===== src/rtl/bitcell_array_mem_pkg.sv =====
// Shared definitions for the bitcell array register file.
// Holds the FSM state encoding, the r_w access polarity and the default geometry.
package bitcell_array_mem_pkg;

    localparam int unsigned DEFAULT_WIDTH = 8;
    localparam int unsigned DEFAULT_DEPTH = 16;

    // r_w polarity inherited from the single bitcell
    localparam logic R_W_WRITE = 1'b1;
    localparam logic R_W_READ  = 1'b0;

    typedef enum logic {
        ST_CLEAR = 1'b0,
        ST_IDLE  = 1'b1
    } state_e;

endpackage : bitcell_array_mem_pkg


===== src/rtl/bitcell_array_mem_if.sv =====
// Access bus of the bitcell array register file.
// master: drives sel, r_w, addr, in, clr; receives out, out_valid, ready.
// slave : the array side of the same signals.
interface bitcell_array_mem_if #(
    parameter int unsigned WIDTH = 8,
    parameter int unsigned DEPTH = 16
) ();

    localparam int unsigned ADDR_W = (DEPTH > 1) ? $clog2(DEPTH) : 1;

    logic              sel;
    logic              r_w;
    logic [ADDR_W-1:0] addr;
    logic [WIDTH-1:0]  in;
    logic              clr;
    logic [WIDTH-1:0]  out;
    logic              out_valid;
    logic              ready;

    modport master (
        output sel, r_w, addr, in, clr,
        input  out, out_valid, ready
    );

    modport slave (
        input  sel, r_w, addr, in, clr,
        output out, out_valid, ready
    );

endinterface : bitcell_array_mem_if


===== src/rtl/bitcell_array_mem_bitcell_row.sv =====
// One WIDTH-bit storage row of the array; loads d_i on a clock edge with we_i high.
// Ports: clk, we_i (write enable), d_i (write data), q_o (stored word).
// No reset: contents are initialised by the clear sweep of the parent.
module bitcell_row #(
    parameter int unsigned WIDTH = 8
) (
    input  logic             clk,
    input  logic             we_i,
    input  logic [WIDTH-1:0] d_i,
    output logic [WIDTH-1:0] q_o
);

    logic [WIDTH-1:0] q_q;

    // Row storage
    always_ff @(posedge clk) begin
        if (we_i) begin
            q_q <= d_i;
        end
    end

    assign q_o = q_q;

endmodule : bitcell_row


===== src/rtl/bitcell_array_mem.sv =====
// DEPTH x WIDTH single-port register file built from bitcell rows.
// Ports: clk, rst_n (async active-low), bus (slave side of bitcell_array_mem_if:
// sel/r_w/addr/in/clr in, registered out/out_valid/ready out).
// After reset or a clr request a sweep writes INIT_VAL to every row, one per
// cycle; accesses are only accepted in IDLE (ready high).
module bitcell_array_mem
    import bitcell_array_mem_pkg::*;
#(
    parameter int unsigned      WIDTH    = DEFAULT_WIDTH,
    parameter int unsigned      DEPTH    = DEFAULT_DEPTH,
    parameter logic [WIDTH-1:0] INIT_VAL = '0
) (
    input  logic                clk,
    input  logic                rst_n,
    bitcell_array_mem_if.slave  bus
);

    localparam int unsigned ADDR_W = (DEPTH > 1) ? $clog2(DEPTH) : 1;

    state_e            state_q, state_d;
    logic [ADDR_W-1:0] ptr_q, ptr_d;
    logic [WIDTH-1:0]  out_q, out_d;
    logic              out_valid_q, out_valid_d;

    logic              wr_en_c;
    logic [ADDR_W-1:0] wr_addr_c;
    logic [WIDTH-1:0]  wr_data_c;
    logic              addr_ok_c;
    logic [WIDTH-1:0]  rd_data_c;

    logic [WIDTH-1:0]  row_q [DEPTH];

    // Address range check and read mux; out-of-range reads return zero
    assign addr_ok_c = (32'(bus.addr) < DEPTH);
    assign rd_data_c = addr_ok_c ? row_q[bus.addr] : '0;

    // State and output registers
    always_ff @(posedge clk or negedge rst_n) begin
        if (!rst_n) begin
            state_q     <= ST_CLEAR;
            ptr_q       <= '0;
            out_q       <= '0;
            out_valid_q <= 1'b0;
        end else begin
            state_q     <= state_d;
            ptr_q       <= ptr_d;
            out_q       <= out_d;
            out_valid_q <= out_valid_d;
        end
    end

    // Next-state, write port and output register control
    always_comb begin
        state_d     = state_q;
        ptr_d       = ptr_q;
        out_d       = out_q;
        out_valid_d = 1'b0;
        wr_en_c     = 1'b0;
        wr_addr_c   = bus.addr;
        wr_data_c   = bus.in;

        unique case (state_q)
            ST_CLEAR: begin
                wr_en_c   = 1'b1;
                wr_addr_c = ptr_q;
                wr_data_c = INIT_VAL;
                if (bus.clr) begin
                    // A new clear request restarts the sweep from row 0
                    ptr_d = '0;
                    out_d = '0;
                end else if (ptr_q == ADDR_W'(DEPTH - 1)) begin
                    ptr_d   = '0;
                    state_d = ST_IDLE;
                end else begin
                    ptr_d = ptr_q + ADDR_W'(1);
                end
            end
            ST_IDLE: begin
                if (bus.clr) begin
                    // clr wins over any access sampled on the same edge
                    state_d = ST_CLEAR;
                    ptr_d   = '0;
                    out_d   = '0;
                end else if (bus.sel) begin
                    if (bus.r_w == R_W_WRITE) begin
                        wr_en_c = addr_ok_c;
                    end else begin
                        out_d       = rd_data_c;
                        out_valid_d = 1'b1;
                    end
                end
            end
            default: begin
                state_d = ST_CLEAR;
                ptr_d   = '0;
            end
        endcase
    end

    // Row array with one-hot write decode
    for (genvar r = 0; r < DEPTH; r++) begin : g_row
        bitcell_row #(
            .WIDTH (WIDTH)
        ) u_row (
            .clk  (clk),
            .we_i (wr_en_c && (wr_addr_c == ADDR_W'(r))),
            .d_i  (wr_data_c),
            .q_o  (row_q[r])
        );
    end

    assign bus.out       = out_q;
    assign bus.out_valid = out_valid_q;
    assign bus.ready     = (state_q == ST_IDLE);

endmodule : bitcell_array_mem


===== src/flat_wrapper.sv =====
// flat-port wrapper written by rule: the top's interface ports become plain ports
module bitcell_array_mem_flat import bitcell_array_mem_pkg::*;
#(
    parameter int unsigned      WIDTH    = DEFAULT_WIDTH,
    parameter int unsigned      DEPTH    = DEFAULT_DEPTH,
    parameter logic [WIDTH-1:0] INIT_VAL = '0
)
  (clk, rst_n, bus_sel, bus_r_w, bus_addr, bus_in, bus_clr, bus_out, bus_out_valid, bus_ready);
  bitcell_array_mem_if #(.WIDTH(WIDTH), .DEPTH(DEPTH)) bus_i ();
  input  logic clk;
  input  logic rst_n;
  input wire logic [$bits(bus_i.sel)-1:0] bus_sel;
  input wire logic [$bits(bus_i.r_w)-1:0] bus_r_w;
  input wire logic [$bits(bus_i.addr)-1:0] bus_addr;
  input wire logic [$bits(bus_i.in)-1:0] bus_in;
  input wire logic [$bits(bus_i.clr)-1:0] bus_clr;
  output wire logic [$bits(bus_i.out)-1:0] bus_out;
  output wire logic [$bits(bus_i.out_valid)-1:0] bus_out_valid;
  output wire logic [$bits(bus_i.ready)-1:0] bus_ready;
  assign bus_i.sel = bus_sel;
  assign bus_i.r_w = bus_r_w;
  assign bus_i.addr = bus_addr;
  assign bus_i.in = bus_in;
  assign bus_i.clr = bus_clr;
  assign bus_out = bus_i.out;
  assign bus_out_valid = bus_i.out_valid;
  assign bus_ready = bus_i.ready;
  bitcell_array_mem #(.WIDTH(WIDTH), .DEPTH(DEPTH), .INIT_VAL(INIT_VAL)) u_core (.clk(clk), .rst_n(rst_n), .bus(bus_i));
endmodule

===== config.mk =====
export PLATFORM = sky130hd
export DESIGN_NAME = bitcell_array_mem_flat
export DESIGN_NICKNAME = d
export VERILOG_FILES = /design/src/rtl/bitcell_array_mem_pkg.sv /design/src/rtl/bitcell_array_mem_if.sv /design/src/rtl/bitcell_array_mem_bitcell_row.sv /design/src/rtl/bitcell_array_mem.sv /design/src/flat_wrapper.sv
export SDC_FILE = /design/constraint.sdc
export NUM_CORES = 1
export LEC_CHECK = 0
export ABC_AREA = 1
export CORE_ASPECT_RATIO = 1.75
export CORE_MARGIN = 4
export CORE_UTILIZATION = 42
export DETAILED_ROUTE_END_ITERATION = 12
export SYNTH_ARGS = -nofsm -noshare
export SYNTH_HDL_FRONTEND = slang
export SYNTH_SLANG_ARGS = --single-unit

===== constraint.sdc =====
create_clock -name clk -period 1.6 [get_ports clk]
set_clock_uncertainty 0.1 [all_clocks]
set_input_delay 0.32 -clock clk [delete_from_list [all_inputs] [get_ports clk]]
set_output_delay 0.32 -clock clk [all_outputs]
set_load 0.02 [all_outputs]

==> results.json <==
{
  "status": "finished, violations left",
  "violations": "setup timing",
  "finalSetupTns_ns": -22.41,
  "power_density_nw_per_um2": 1090,
  "drt_wl_total_um": 15800,
  "synth_top_family_by_area": "simple AND/OR/NAND/NOR gates",
  "rsz0062_at_grt": "yes",
  "ys_ff_latch": 142,
  "start_util": 0.426,
  "fin_crit_ns": 1.80,
  "fp.dieArea_um2": 17100,
  "crit_top_cell": "buf_12",
  "worstSetupStartpointType": "flip-flop",
  "min_path_type": "in -> async",
  "core_area_um2": 14800,
  "clk_path_buf_depth": 2,
  "hold_violations": 0,
  "reg2regPathDepth": 6,
  "antenna_cells": 0,
  "irDropWorstVdd_mv": 0.914,
  "cellLeakagePower_nw": 3.49,
  "cp.depth": 6,
  "synth.yosys.seq_area_share": 0.667,
  "overflow": 0,
  "synth_area_um2": 6290,
  "dpl_cell_area_um2": 7170,
  "first_pass_iters": 5,
  "holdWs_ns": 0.129,
  "grt_max_degree": 50,
  "crit_required_ns": 1.60,
  "die_h_um": 170,
  "cp_slowest_cell": "dfrtp_2",
  "first_iter_violations": 257,
  "yosys.area_share.simple": 0.225,
  "first_global_vias": 4572,
  "track_usage": 0.199,
  "rows": 59,
  "clk_pin_slew_ns": 0.06,
  "postSynthAreaPerCell_um2": 9.89,
  "synthCells": 636,
  "fmax_mhz": 555,
  "criticalPathCategory": "reg -> reg",
  "wl_per_cell_um": 17.8,
  "report.final.slew_viol_count": 0,
  "synth_xor_area_frac": 0.00139,
  "layout-drive-gt1-share": 0.157,
  "swShare": 0.215,
  "crit_path_cell_trace": "buf_12, o21ai_4, buf_6, nand3_4, buf_12, nor2_4",
  "synth_compound_area_frac": 0.00716,
  "drcViolationCount": 0,
  "cp_max_fo": 10,
  "maxCapViolCount": 0,
  "cts_hold_buf": 0,
  "dpl_worst_slack_ns": -0.536,
  "ys_types": 18,
  "grt_pass1_wl_um": 24600,
  "clock-root-buffer": "clkbuf_16",
  "h-tree-depth": 4,
  "p_clk_frac": 0.450,
  "area_growth_pct": 24.9,
  "power_frac_comb": 0.072,
  "timing.rr.start": "u_core.bus.ready",
  "fin_area_um2": 7860,
  "numPortBuffers": 26,
  "place.gp.congestion": 0.902,
  "setup_ws_ns": -0.201,
  "switching_power_mw": 1.85,
  "cp-end-kind": "flip-flop",
  "slowest_delay_ns": 0.42,
  "syn_nets": 654,
  "startpoint": "u_core.bus.ready",
  "die_w_um": 101,
  "clk_latency_ns": 0.41,
  "post_drt_via_cell_ratio": 4.96,
  "yosys_warnings": 0,
  "critPathBufInv": 3,
  "max_slew_margin": 0.758,
  "antenna_found_initial": 0,
  "cts_sinks": 142,
  "via_count": 4401,
  "p_seq_frac": 0.478,
  "cts_made_buffers": 17,
  "cp.arrival_ns": 1.80,
  "ios": 27,
  "drtAntennaViolNets": 0,
  "cts_tree": "done",
  "synth_mux_area_frac": 0,
  "synthAdderAreaFrac": 0.00199,
  "setup_viol": 136,
  "worstMarginPinSlew_ns": 0.362,
  "intPower_mw": 6.74,
  "hpwl_um": 10700,
  "cp_top_family": "buffers and inverters",
  "timing.final.crit_share": 1.13,
  "nets": 710
}
-- per-stage QoR --
stage	power, mW	util	std cells
2_1_floorplan	4.55	-	636
5_1_grt	8.89	0.532	888
6_report	8.59	0.532	888
3_3_place_gp	4.76	0.486	854
3_5_place_dp	4.77	0.486	854
4_1_cts	8.63	0.530	888
-- per-layer routing --
layer	vias up	share of wire	GRT usage
li1	2147	-	-
met5	-	0	0
met4	0	0.038	0.101
met2	117	0.58	0.374
met3	37	0.031	0.0291
met1	2100	0.35	0.211
-- worst register-to-register path: stages (launching register included) --
cell and delay, ns:
dfrtp_2 0.42, buf_12 0.16, o21ai_4 0.20, buf_6 0.14, nand3_4 0.08, buf_12 0.16
nor2_4 0.23
-- kinds of logic (layout without fill, tap and decap cells) --
kind of cell,after synthesis,count (layout)
adder cells (fa/ha/maj),1,1
buffers and inverters,142,211
AO/OA/AOI/OAI,9,9
AND/OR/NAND/NOR,341,341
flip-flops,142,142
XOR/XNOR,1,1
-- flip-flops by register name, indices dropped and copies added, names as in the netlist --
name,cells
u_core.bus.out,8
u_core.bus.out_valid,1
u_core.bus.ready,1
u_core.g_row.u_row.q_o,128
u_core.ptr_q,4
-- layout by cell type, fill, tap and decap left out, drive strengths merged --
cell type / Yosys / layout
bufinv: 0 / 3
buf: 26 / 40
nand2: 213 / 213
clkdlybuf4s50: 0 / 15
clkbuf: 1 / 20
nor2: 22 / 22
a21oi: 3 / 3
inv: 114 / 113
clkinvlp: 0 / 3
clkinv: 1 / 8
dfrtp: 14 / 14
nand3: 106 / 106
ha: 1 / 1
xor2: 1 / 1
o21ai: 6 / 6
edfxtp: 128 / 128
dlygate4sd2: 0 / 9
-- what timing repair did --
action / CTS / global route
buffers inserted: 2 / 0
setup endpoints to repair: 146 / 137
pin swaps: 12 / 9
hold endpoints to repair: 0 / 0
gates resized for setup: 32 / 8
-- power by group through the flow --
stage,Sequential (mW),Clock [mW],Combinational (mW)
global route,4.11,4.10,0.686
global placement,4.18,0,0.582
detailed placement,4.18,0,0.592
CTS,4.10,3.91,0.617
finish,4.10,3.87,0.619
floorplan,4.17,0,0.373
-- worst paths after layout --
kind	endpoint	slack [ns]
setup reg to reg	u_core.g_row[8].u_row.q_o[1]	-0.20
hold / removal	u_core.bus.out[5]	0.13
min in group clk	u_core.bus.out[7]	0.38
setup / recovery	u_core.g_row[8].u_row.q_o[1]	-0.20
max in group asynchronous	u_core.bus.ready	1.05
hold reg to reg	u_core.bus.out[7]	0.38
-- area by class of cell --
cell class / count / area, um2
repair buffers: 64 / 698
clock inverters: 12 / 145
flip-flops and latches: 142 / 4200
multi-input cells: 352 / 1720
well taps: 183 / 229
clock buffers: 20 / 437
fillers: 1303 / 6900
inverters: 115 / 435
-- cell usage after synthesis, drive strengths merged --
library cell,number,area share
a21oi,3,0.0024
nor2,22,0.014
buf,26,0.029
clkinv,1,0.00060
dfrtp,14,0.056
edfxtp,128,0.61
xor2,1,0.0014
o21ai,6,0.0048
nand2,213,0.13
inv,114,0.068
ha,1,0.0020
clkbuf,1,0.00060
nand3,106,0.084
No activity file was read; power rests on OpenSTA's default activity.
